### config.mk
export PLATFORM = sky130hd
export DESIGN_NAME = subinst_rr_scheduler
export DESIGN_NICKNAME = d
export VERILOG_FILES = /design/src/rtl/subinst_sched_pkg.sv /design/src/rtl/rr_pick.sv /design/src/rtl/subinst_rr_scheduler.sv
export SDC_FILE = /design/constraint.sdc
export NUM_CORES = 1
export LEC_CHECK = 0
export CORE_MARGIN = 1
export CORE_UTILIZATION = 31
export CTS_BUF_LIST = sky130_fd_sc_hd__clkbuf_8
export DETAILED_ROUTE_END_ITERATION = 7
export HOLD_SLACK_MARGIN = 0.06
export SLEW_MARGIN = 20
export SYNTH_ARGS = -nofsm -noshare
export SYNTH_HDL_FRONTEND = slang
export SYNTH_SLANG_ARGS = --single-unit
### constraint.sdc
create_clock -name clk -period 4.2 [get_ports clk]
set_input_delay 0.42 -clock clk [delete_from_list [all_inputs] [get_ports clk]]
set_output_delay 0.42 -clock clk [all_outputs]
set_load 0.005 [all_outputs]
### src/rtl/subinst_sched_pkg.sv
// Shared types and helpers for the sub-instance round-robin scheduler.
package subinst_sched_pkg;

   typedef enum logic [1:0] {
      StIdle,
      StBusy,
      StGap
   } sched_state_e;

   localparam int unsigned N_REQ_DEF = 5;

   // Index width that never collapses to zero bits.
   function automatic int unsigned idx_w(input int unsigned n);
      return (n > 1) ? $clog2(n) : 1;
   endfunction

endpackage

### src/rtl/rr_pick.sv
// Combinational rotate-priority picker: first set bit of e at or above ptr, wrapping.
module rr_pick
   import subinst_sched_pkg::*;
#(
   parameter int unsigned N_REQ = N_REQ_DEF,
   parameter int unsigned IW    = idx_w(N_REQ)
) (
   input  logic [N_REQ-1:0] e,
   input  logic [IW-1:0]    ptr,
   output logic             valid,
   output logic [IW-1:0]    idx
);

   always_comb begin
      int unsigned s;
      valid = 1'b0;
      idx   = '0;
      s     = 0;
      for (int unsigned i = 0; i < N_REQ; i++) begin
         s = 32'(ptr) + i;
         if (s >= N_REQ) begin
            s = s - N_REQ;
         end
         if (!valid && e[IW'(s)]) begin
            valid = 1'b1;
            idx   = IW'(s);
         end
      end
   end

endmodule

### src/rtl/subinst_rr_scheduler.sv
// Round-robin scheduler granting one child instance at a time onto a shared slot,
// released by done or by a programmable busy-cycle timeout.
module subinst_rr_scheduler
   import subinst_sched_pkg::*;
#(
   parameter int unsigned N_REQ  = N_REQ_DEF,
   parameter int unsigned TMO_W  = 8,
   parameter int unsigned STAT_W = 8
) (
   input  logic                       clk,
   input  logic                       rst_n,
   input  logic [N_REQ-1:0]           req,
   input  logic [N_REQ-1:0]           en_mask,
   input  logic [N_REQ-1:0]           done,
   input  logic [TMO_W-1:0]           cfg_timeout,
   output logic [N_REQ-1:0]           grant,
   output logic [idx_w(N_REQ)-1:0]    grant_idx,
   output logic                       busy,
   output logic                       timeout_err,
   output logic [idx_w(N_REQ)-1:0]    timeout_idx,
   output logic [STAT_W-1:0]          done_cnt,
   output logic [STAT_W-1:0]          tmo_cnt
);

   localparam int unsigned IW = idx_w(N_REQ);

   sched_state_e      state_q, state_d;
   logic [IW-1:0]     ptr_q, ptr_d;
   logic [N_REQ-1:0]  grant_q, grant_d;
   logic [IW-1:0]     gidx_q, gidx_d;
   logic [TMO_W-1:0]  cnt_q, cnt_d;
   logic              terr_q, terr_d;
   logic [IW-1:0]     tidx_q, tidx_d;
   logic [STAT_W-1:0] done_cnt_q, done_cnt_d;
   logic [STAT_W-1:0] tmo_cnt_q, tmo_cnt_d;

   logic              pick_valid;
   logic [IW-1:0]     pick_idx;

   rr_pick #(
      .N_REQ (N_REQ),
      .IW    (IW)
   ) u_pick (
      .e     (req & en_mask),
      .ptr   (ptr_q),
      .valid (pick_valid),
      .idx   (pick_idx)
   );

   always_comb begin
      state_d    = state_q;
      ptr_d      = ptr_q;
      grant_d    = grant_q;
      gidx_d     = gidx_q;
      cnt_d      = cnt_q;
      terr_d     = 1'b0;
      tidx_d     = tidx_q;
      done_cnt_d = done_cnt_q;
      tmo_cnt_d  = tmo_cnt_q;

      case (state_q)
         StIdle: begin
            if (pick_valid) begin
               state_d = StBusy;
               gidx_d  = pick_idx;
               grant_d = N_REQ'(1) << pick_idx;
               cnt_d   = '0;
            end
         end
         StBusy: begin
            cnt_d = cnt_q + TMO_W'(1);
            // done takes priority over a timeout landing on the same cycle
            if (done[gidx_q]) begin
               state_d = StGap;
               grant_d = '0;
               if (done_cnt_q != '1) begin
                  done_cnt_d = done_cnt_q + STAT_W'(1);
               end
            end else if ((cfg_timeout != '0) && (cnt_q == cfg_timeout - TMO_W'(1))) begin
               state_d = StGap;
               grant_d = '0;
               terr_d  = 1'b1;
               tidx_d  = gidx_q;
               if (tmo_cnt_q != '1) begin
                  tmo_cnt_d = tmo_cnt_q + STAT_W'(1);
               end
            end
         end
         StGap: begin
            state_d = StIdle;
            ptr_d   = (gidx_q == IW'(N_REQ - 1)) ? '0 : gidx_q + IW'(1);
         end
         default: begin
            state_d = StIdle;
            grant_d = '0;
         end
      endcase
   end

   always_ff @(posedge clk) begin
      if (!rst_n) begin
         state_q    <= StIdle;
         ptr_q      <= '0;
         grant_q    <= '0;
         gidx_q     <= '0;
         cnt_q      <= '0;
         terr_q     <= 1'b0;
         tidx_q     <= '0;
         done_cnt_q <= '0;
         tmo_cnt_q  <= '0;
      end else begin
         state_q    <= state_d;
         ptr_q      <= ptr_d;
         grant_q    <= grant_d;
         gidx_q     <= gidx_d;
         cnt_q      <= cnt_d;
         terr_q     <= terr_d;
         tidx_q     <= tidx_d;
         done_cnt_q <= done_cnt_d;
         tmo_cnt_q  <= tmo_cnt_d;
      end
   end

   assign grant       = grant_q;
   assign grant_idx   = gidx_q;
   assign busy        = (state_q == StBusy);
   assign timeout_err = terr_q;
   assign timeout_idx = tidx_q;
   assign done_cnt    = done_cnt_q;
   assign tmo_cnt     = tmo_cnt_q;

endmodule

==> results.tsv, run 1 <==
stage	metric	value	unit
critical_path	Worst setup EP type	flop	
clock_tree	post-cts hold buffer count	0	
route	DRT iter0 DRCs	89	
synth	number of flops mapped to enable cells by yosys	0	
timing	# setup viols final	0	
synth	Synth async-reset ratio	0	
timing	Worst-Margin Slew	0.716	ns
route	WL per Instance	14.1	um
timing	fmax	270	MHz
global_routing	GR Util All Layers	0.157	
route	DR vias	3128	
critical_path	crit-path cells	inv_2 -> ha_1 -> inv_1 -> a221o_1 -> a31oi_1 -> mux2i_1 -> nor4_2 -> a41oi_2 -> nor2_1 -> o21ai_0 -> a21oi_1	
cells_and_area	fin cells	596	
clock_tree	clk root buf	clkbuf_8	
clock_tree	H-tree Lvls	2	
cells_and_area	Layout fillers	1025	
clock_tree	cts bufs inserted	5	
floorplanning	Ports	54	
global_routing	overflow left after global routing	0	
synth	YS warnings	0	
timing	unrepaired setup endpoints after global routing	no	
synth	register area share after synthesis	0.254	
hold_path	Hold Path Origin	grant[1]$_SDFFE_PN0P_	
global_routing	first-pass GRT wire length	14.1	mm
place	dpl hpwl	6.50	mm
cells_and_area	final-stage net count	502	
clock_tree	Max clock buf depth	2	
power	Peak VDD IR	0.174	mV
timing	Slew HR	0.519	
global_routing	vias in the first global route	3003	
flow_run	max-cap violation count	0	
cells_and_area	Area Growth Syn to Fin	24.4	%
synth	Syn Inst Count	412	
clock_tree	Post-CTS Setup Bufs	0	
critical_path	cell family with most CP delay	compound AO/OA/AOI/OAI gates	
clock_tree	clk slew on worst S/H paths	0.08	ns
outcome	status	finished clean	
floorplanning	starting density of the core	0.326	
clock_tree	CTS tree	built	
critical_path	CP Max Fanout	18	
synth	post-synthesis compound-gate area fraction	0.256	
hold_path	min-delay worst type	reg -> reg	
timing	Final Critical Period	3.70	ns
critical_path	startpoint types	flop	
place	routability congestion estimate	0.885	
timing	Final Cycle Share	0.881	
critical_path	data arrival time of the critical path	3.92	ns
synth	adder and majority gate portion of the synthesized area	0.0605	
synth	Post-Synth Simple-Gate Area	0.286	
synth	#FFs+latches synth	41	
route	1st-pass router iterations	4	
power	P_leak	1.54	nW
critical_path	Critical path origin	ptr_q[0]$_SDFFE_PN0P_	
critical_path	reg2reg path depth	11	
hold_path	WHS Path Cells	1	
route	Antenna Nets Post-Route	0	
synth	Cell Area, Synth	3230	um^2
critical_path	slowest stage cell on the critical path	ha_1	
critical_path	critical path depth	11	
critical_path	crit path buf inv count	2	
synth	post-synthesis mux area share	0.0454	
critical_path	critical path class	reg -> reg	
cells_and_area	commonest non-fill, non-tap cell in the layout	nor2_1	
timing	Hold Vio Cnt, Final	0	
global_routing	initial antenna violation count	0	
clock_tree	clk sinks	41	
cells_and_area	ANT cells	0	
timing	max-slew violations	0	
cells_and_area	layout cells sized above 1	0.0691	
synth	Post-synth top flop	dfxtp_1	
clock_tree	post-CTS sizing	0	
critical_path	Req. time, crit path	4.42	ns
synth	post-synthesis xor/xnor area fraction	0.0570	
power	P per Cell Area	460	nW/um^2
synth	syn_nets	452	
route	routed wire length	8.42	mm
cells_and_area	most frequent cells in the layout	nor2_1, clkdlybuf4s50_1, dfxtp_1	
timing	skew final	0.0102	ns
critical_path	Reg2Reg Launch Point	ptr_q[0]$_SDFFE_PN0P_	
floorplanning	Core ar.	9910	um^2
route	DRC	0	
critical_path	FF-to-FF setup slack	0.50	ns
route	vias per cell	5.25	
timing	setup TNS	0	ns
clock_tree	clock latency on the worst-skew pair	0.29	ns
floorplanning	Die Width	104	um
floorplanning	Cell Rows	36	
place	Port Buf Inserts	53	
synth	syn_area_per_cell	7.83	um^2
critical_path	slowest stage delay, CP	0.64	ns
global_routing	largest net degree at the start of global routing	27	
floorplanning	Die Ht	104	um
synth	largest family of logic cells by synthesized area	simple AND/OR/NAND/NOR gates	
place	placed cells	588	
floorplanning	Die ar.	10800	um^2
synth	Synth cell types	79	
final timing paths:
check,endpoint
setup / recovery,cnt_q[4]$_SDFFE_PN0P_
hold / removal,grant[1]$_SDFFE_PN0P_
setup reg to reg,cnt_q[4]$_SDFFE_PN0P_
hold reg to reg,grant[1]$_SDFFE_PN0P_
per-stage QoR:
stage	area (um^2)	hold WS [ns]	setup slack (ns)	utilization	total power, mW
finish	4010	0.478	0.498	0.405	1.85
global route	4010	0.505	0.192	0.405	2.00
CTS	4010	0.484	0.542	0.405	1.86
detailed placement	3890	0.466	0.559	0.393	1.53
global placement	3890	0.464	0.640	0.393	1.52
floorplan	3230	0.448	0.823	-	1.26
synthesized netlist by cell type, drive strengths merged, types with 7 or more instances:
master | n | share of area
o21ai | 23 | 0.036
nor2 | 55 | 0.064
nor3 | 8 | 0.012
nand3 | 15 | 0.023
mux2i | 9 | 0.028
a211oi | 7 | 0.022
dfxtp | 41 | 0.25
and3 | 10 | 0.019
a21oi | 24 | 0.037
clkbuf | 9 | 0.010
and2 | 7 | 0.014
nand2 | 33 | 0.041
inv | 17 | 0.020
nand2b | 7 | 0.014
ha | 14 | 0.054
xnor2 | 13 | 0.035
nor2b | 8 | 0.018
xor2 | 8 | 0.022
routing by layer:
layer | share of wire | GRT usage | up-vias
li1 | - | - | 1604
met4 | 0.015 | 0.0469 | 0
met1 | 0.47 | 0.201 | 1444
met2 | 0.46 | 0.261 | 69
met3 | 0.050 | 0.0351 | 11
met5 | 0 | 0 | -
sequential cells by signal, indices dropped and copies added, names as in the netlist:
signal       cells
cnt_q            8
done_cnt         8
grant            5
grant_idx        3
ptr_q            3
state_q          2
timeout_err      1
timeout_idx      3
tmo_cnt          8
worst reg2reg max path: stages, from the launching register on:
cell	delay [ns]
dfxtp_1	0.43
inv_2	0.15
ha_1	0.64
inv_1	0.22
a221o_1	0.43
a31oi_1	0.18
mux2i_1	0.18
nor4_2	0.43
a41oi_2	0.34
nor2_1	0.36
o21ai_0	0.14
a21oi_1	0.14
area by class of cell:
class	count	area, um^2	share of cell area
Clock buffer	6	82.6	0.0206
Clock inverter	2	33.8	0.00842
Inverter	19	71.3	0.0178
Multi-Input combinational cell	338	2280	0.567
Sequential cell	41	821	0.205
Tap cell	133	166	0.0415
Timing Repair Buffer	57	561	0.140
power breakdown:
group          switching (mW)  leakage (nW)  internal (mW)
Clock                   0.134        0.0626          0.191
Combinational           0.581          1.14          0.450
Sequential             0.0551         0.332          0.435
kinds of logic (layout without fill, tap and decap cells):
group	count (synthesis)	count (layout)
buffers and inverters	33	84
AND/OR/NAND/NOR	177	177
XOR/XNOR	21	21
multiplexers	12	12
flip-flops	41	41
AO/OA/AOI/OAI	113	113
adder cells (fa/ha/maj)	15	15
Power figures use the tool's default switching activity.
==> run 2, diff against run 1 <==
--- a/config.mk
+++ b/config.mk
@@ -5,11 +5,14 @@
 export SDC_FILE = /design/constraint.sdc
 export NUM_CORES = 1
 export LEC_CHECK = 0
+export CELL_PAD_IN_SITES_DETAIL_PLACEMENT = 2
+export CELL_PAD_IN_SITES_GLOBAL_PLACEMENT = 2
 export CORE_MARGIN = 1
 export CORE_UTILIZATION = 31
 export CTS_BUF_LIST = sky130_fd_sc_hd__clkbuf_8
 export DETAILED_ROUTE_END_ITERATION = 7
 export HOLD_SLACK_MARGIN = 0.06
+export PLACE_DENSITY_LB_ADDON = 0.1
 export SLEW_MARGIN = 20
 export SYNTH_ARGS = -nofsm -noshare
 export SYNTH_HDL_FRONTEND = slang
==> run 2 against run 1 <==
Net effect:
- routed wire length increased by 33%
- count of clock-buffer cells in the layout unchanged
- global-route usage increased by 5.7 points
- sequential power about the same
- cell count increased by 0.67%
- non-clock buffer count increased by 4
- power increased by 6.0%
==> results.tsv, run 2 (same netlist as run 1, synthesis figures left out) <==
stage	metric	value	unit	change
timing	Final Critical Period	3.73	ns	was 3.70 ns
critical_path	critical path class	reg -> reg		unchanged
timing	worst setup margin	0.475	ns	was 0.498 ns
cells_and_area	Layout fillers	1139		was 1025
cells_and_area	fin cells	600		was 596
floorplanning	Die Width	104	um	unchanged
route	routed wire length	11.2	mm	was 8.42 mm
route	DR vias	3333		was 3128
critical_path	slowest stage cell on the critical path	ha_1		unchanged
power	Seq pwr share	0.250		was 0.266
clock_tree	clk sinks	41		unchanged
power	P per Cell Area	484	nW/um^2	was 460 nW/um^2
power	Peak VDD IR	0.207	mV	was 0.174 mV
critical_path	CP Max Fanout	14		was 18
power	P_leak	1.55	nW	was 1.54 nW
power	NetSw	0.863	mW	was 0.770 mW
floorplanning	starting density of the core	0.326		unchanged
cells_and_area	most frequent cells in the layout	nor2_1, clkdlybuf4s50_1, dfxtp_1		unchanged
power	P_int	1.09	mW	was 1.08 mW
cells_and_area	fin area	4050	um^2	was 4010 um^2
global_routing	vias in the first global route	3776		was 3003
power	switching part of the total	0.441		was 0.417
place	Place WS	0.466	ns	was 0.559 ns
route	DRT iter0 DRCs	83		was 89
timing	Hold Vio Cnt, Final	0		unchanged
route	DRC	0		unchanged
clock_tree	clk root buf	clkbuf_8		unchanged
timing	# setup viols final	0		unchanged
hold_path	WHS Path Cells	2		was 1
cells_and_area	layout cells sized above 1	0.0792		was 0.0691
critical_path	reg2reg path depth	11		unchanged
route	1st-pass router iterations	4		unchanged
power	power share of the clock group	0.176		about the same
cells_and_area	commonest non-fill, non-tap cell in the layout	nor2_1		unchanged
place	Port Buf Inserts	53		unchanged
place	routability congestion estimate	0.784		was 0.885
power	Total Power	1.96	mW	was 1.85 mW
clock_tree	Max clock buf depth	2		unchanged
timing	Worst-Margin Slew	0.845	ns	was 0.716 ns
floorplanning	Die Ht	104	um	unchanged
flow_run	max-cap violation count	0		unchanged
global_routing	overflow left after global routing	0		unchanged
clock_tree	Post-CTS Setup Bufs	0		unchanged
critical_path	Critical path origin	ptr_q[1]$_SDFFE_PN0P_		was ptr_q[0]$_SDFFE_PN0P_
global_routing	initial antenna violation count	0		unchanged
route	WL per Instance	18.6	um	was 14.1 um
critical_path	Worst setup EP type	flop		unchanged
clock_tree	clock latency on the worst-skew pair	0.30	ns	was 0.29 ns
clock_tree	post-CTS sizing	0		unchanged
floorplanning	Cell Rows	36		unchanged
global_routing	first-pass GRT wire length	18.8	mm	was 14.1 mm
clock_tree	cts bufs inserted	5		unchanged
critical_path	cell family with most CP delay	compound AO/OA/AOI/OAI gates		unchanged
critical_path	startpoint types	flop		unchanged
critical_path	slowest stage delay, CP	0.62	ns	was 0.64 ns
global_routing	largest net degree at the start of global routing	28		was 27
timing	skew final	0.0121	ns	was 0.0102 ns
timing	fmax	268	MHz	was 270 MHz
cells_and_area	ANT cells	0		unchanged
place	dpl hpwl	8.71	mm	was 6.50 mm
clock_tree	clk slew on worst S/H paths	0.09	ns	was 0.08 ns
critical_path	crit path buf inv count	1		was 2
power	Logic pwr share	0.574		was 0.558
critical_path	Req. time, crit path	4.44	ns	was 4.42 ns
timing	unrepaired setup endpoints after global routing	no		unchanged
critical_path	data arrival time of the critical path	3.97	ns	was 3.92 ns
outcome	status	finished clean		unchanged
hold_path	Hold Path Origin	timeout_idx[1]$_SDFFE_PN0P_		was grant[1]$_SDFFE_PN0P_
timing	Final Cycle Share	0.887		was 0.881
clock_tree	H-tree Lvls	2		unchanged
timing	setup TNS	0	ns	unchanged
timing	Slew HR	0.433		was 0.519
floorplanning	Die ar.	10800	um^2	unchanged
global_routing	GR Util All Layers	0.213		was 0.157
hold_path	min-delay worst type	reg -> reg		unchanged
critical_path	critical path depth	11		unchanged
clock_tree	post-cts hold buffer count	0		unchanged
cells_and_area	final-stage net count	506		was 502
place	placed cells	592		was 588
clock_tree	CTS tree	built		unchanged
timing	max-slew violations	0		unchanged
place	Area after DPL	3930	um^2	was 3890 um^2
critical_path	Reg2Reg Launch Point	ptr_q[1]$_SDFFE_PN0P_		was ptr_q[0]$_SDFFE_PN0P_
cells_and_area	Area Growth Syn to Fin	25.4	%	was 24.4%
critical_path	crit-path cells	inv_1 -> ha_1 -> and3b_1 -> a2111oi_0 -> a211oi_1 -> mux2i_1 -> nor2b_1 -> a41oi_2 -> nor2_1 -> o21ai_0 -> a21oi_1		was inv_2 -> ha_1 -> inv_1 -> a221o_1 -> a31oi_1 -> mux2i_1 -> nor4_2 -> a41oi_2 -> nor2_1 -> o21ai_0 -> a21oi_1
floorplanning	Core ar.	9910	um^2	unchanged
route	vias per cell	5.56		was 5.25
floorplanning	Ports	54		unchanged
route	Antenna Nets Post-Route	0		unchanged
## run 2: changes by cell type in the layout (fill, tap and decap cells not counted)
cell	change
inv_1	-1
clkinvlp_4	+1
buf_4	+4
## run 2: power by group through the flow
stage | sequential [mW] | clock (mW) | combinational (mW)
after floorplan | 0.486 | 0 | 0.770
after global placement | 0.499 | 0 | 1.07
after detailed placement | 0.498 | 0 | 1.12
after CTS | 0.490 | 0.356 | 1.13
after global routing | 0.497 | 0.369 | 1.24
final | 0.489 | 0.345 | 1.12
## run 2: stage by stage
stage,hold slack [ns],util
floorplan,0.448,-
finish,0.498,0.408
global placement,0.469,0.396
CTS,0.507,0.408
detailed placement,0.484,0.396
global route,0.522,0.408
## run 2: path summary, 6_finish.rpt
check / slack, ns / to
setup / recovery: 0.47 / cnt_q[5]$_SDFFE_PN0P_
hold / removal: 0.50 / timeout_idx[1]$_SDFFE_PN0P_
hold reg to reg: 0.50 / timeout_idx[1]$_SDFFE_PN0P_
setup reg to reg: 0.47 / cnt_q[5]$_SDFFE_PN0P_
## run 2: cell type report
type                       count  area [um^2]  area share
inverter                      19         71.3      0.0176
sequential                    41          821       0.203
clock buffer                   6         82.6      0.0204
timing repair buffer          61          591       0.146
tap                          133          166      0.0411
clock inverter                 2         37.5     0.00928
multi-input combinational    338         2280       0.563
## run 2: metal layers
metal	vias to the layer above	routed length [um]	track usage
met5	-	0	0
met4	0	183	0.0643
met3	15	282	0.0263
met2	61	5480	0.377
met1	1651	5230	0.269
li1	1606	-	-
## run 2: tightest hold or removal path, cell delays in order (launching register included)
cell	delay [ns]
dfxtp_1	0.33
a21oi_1	0.06
nor2_1	0.08
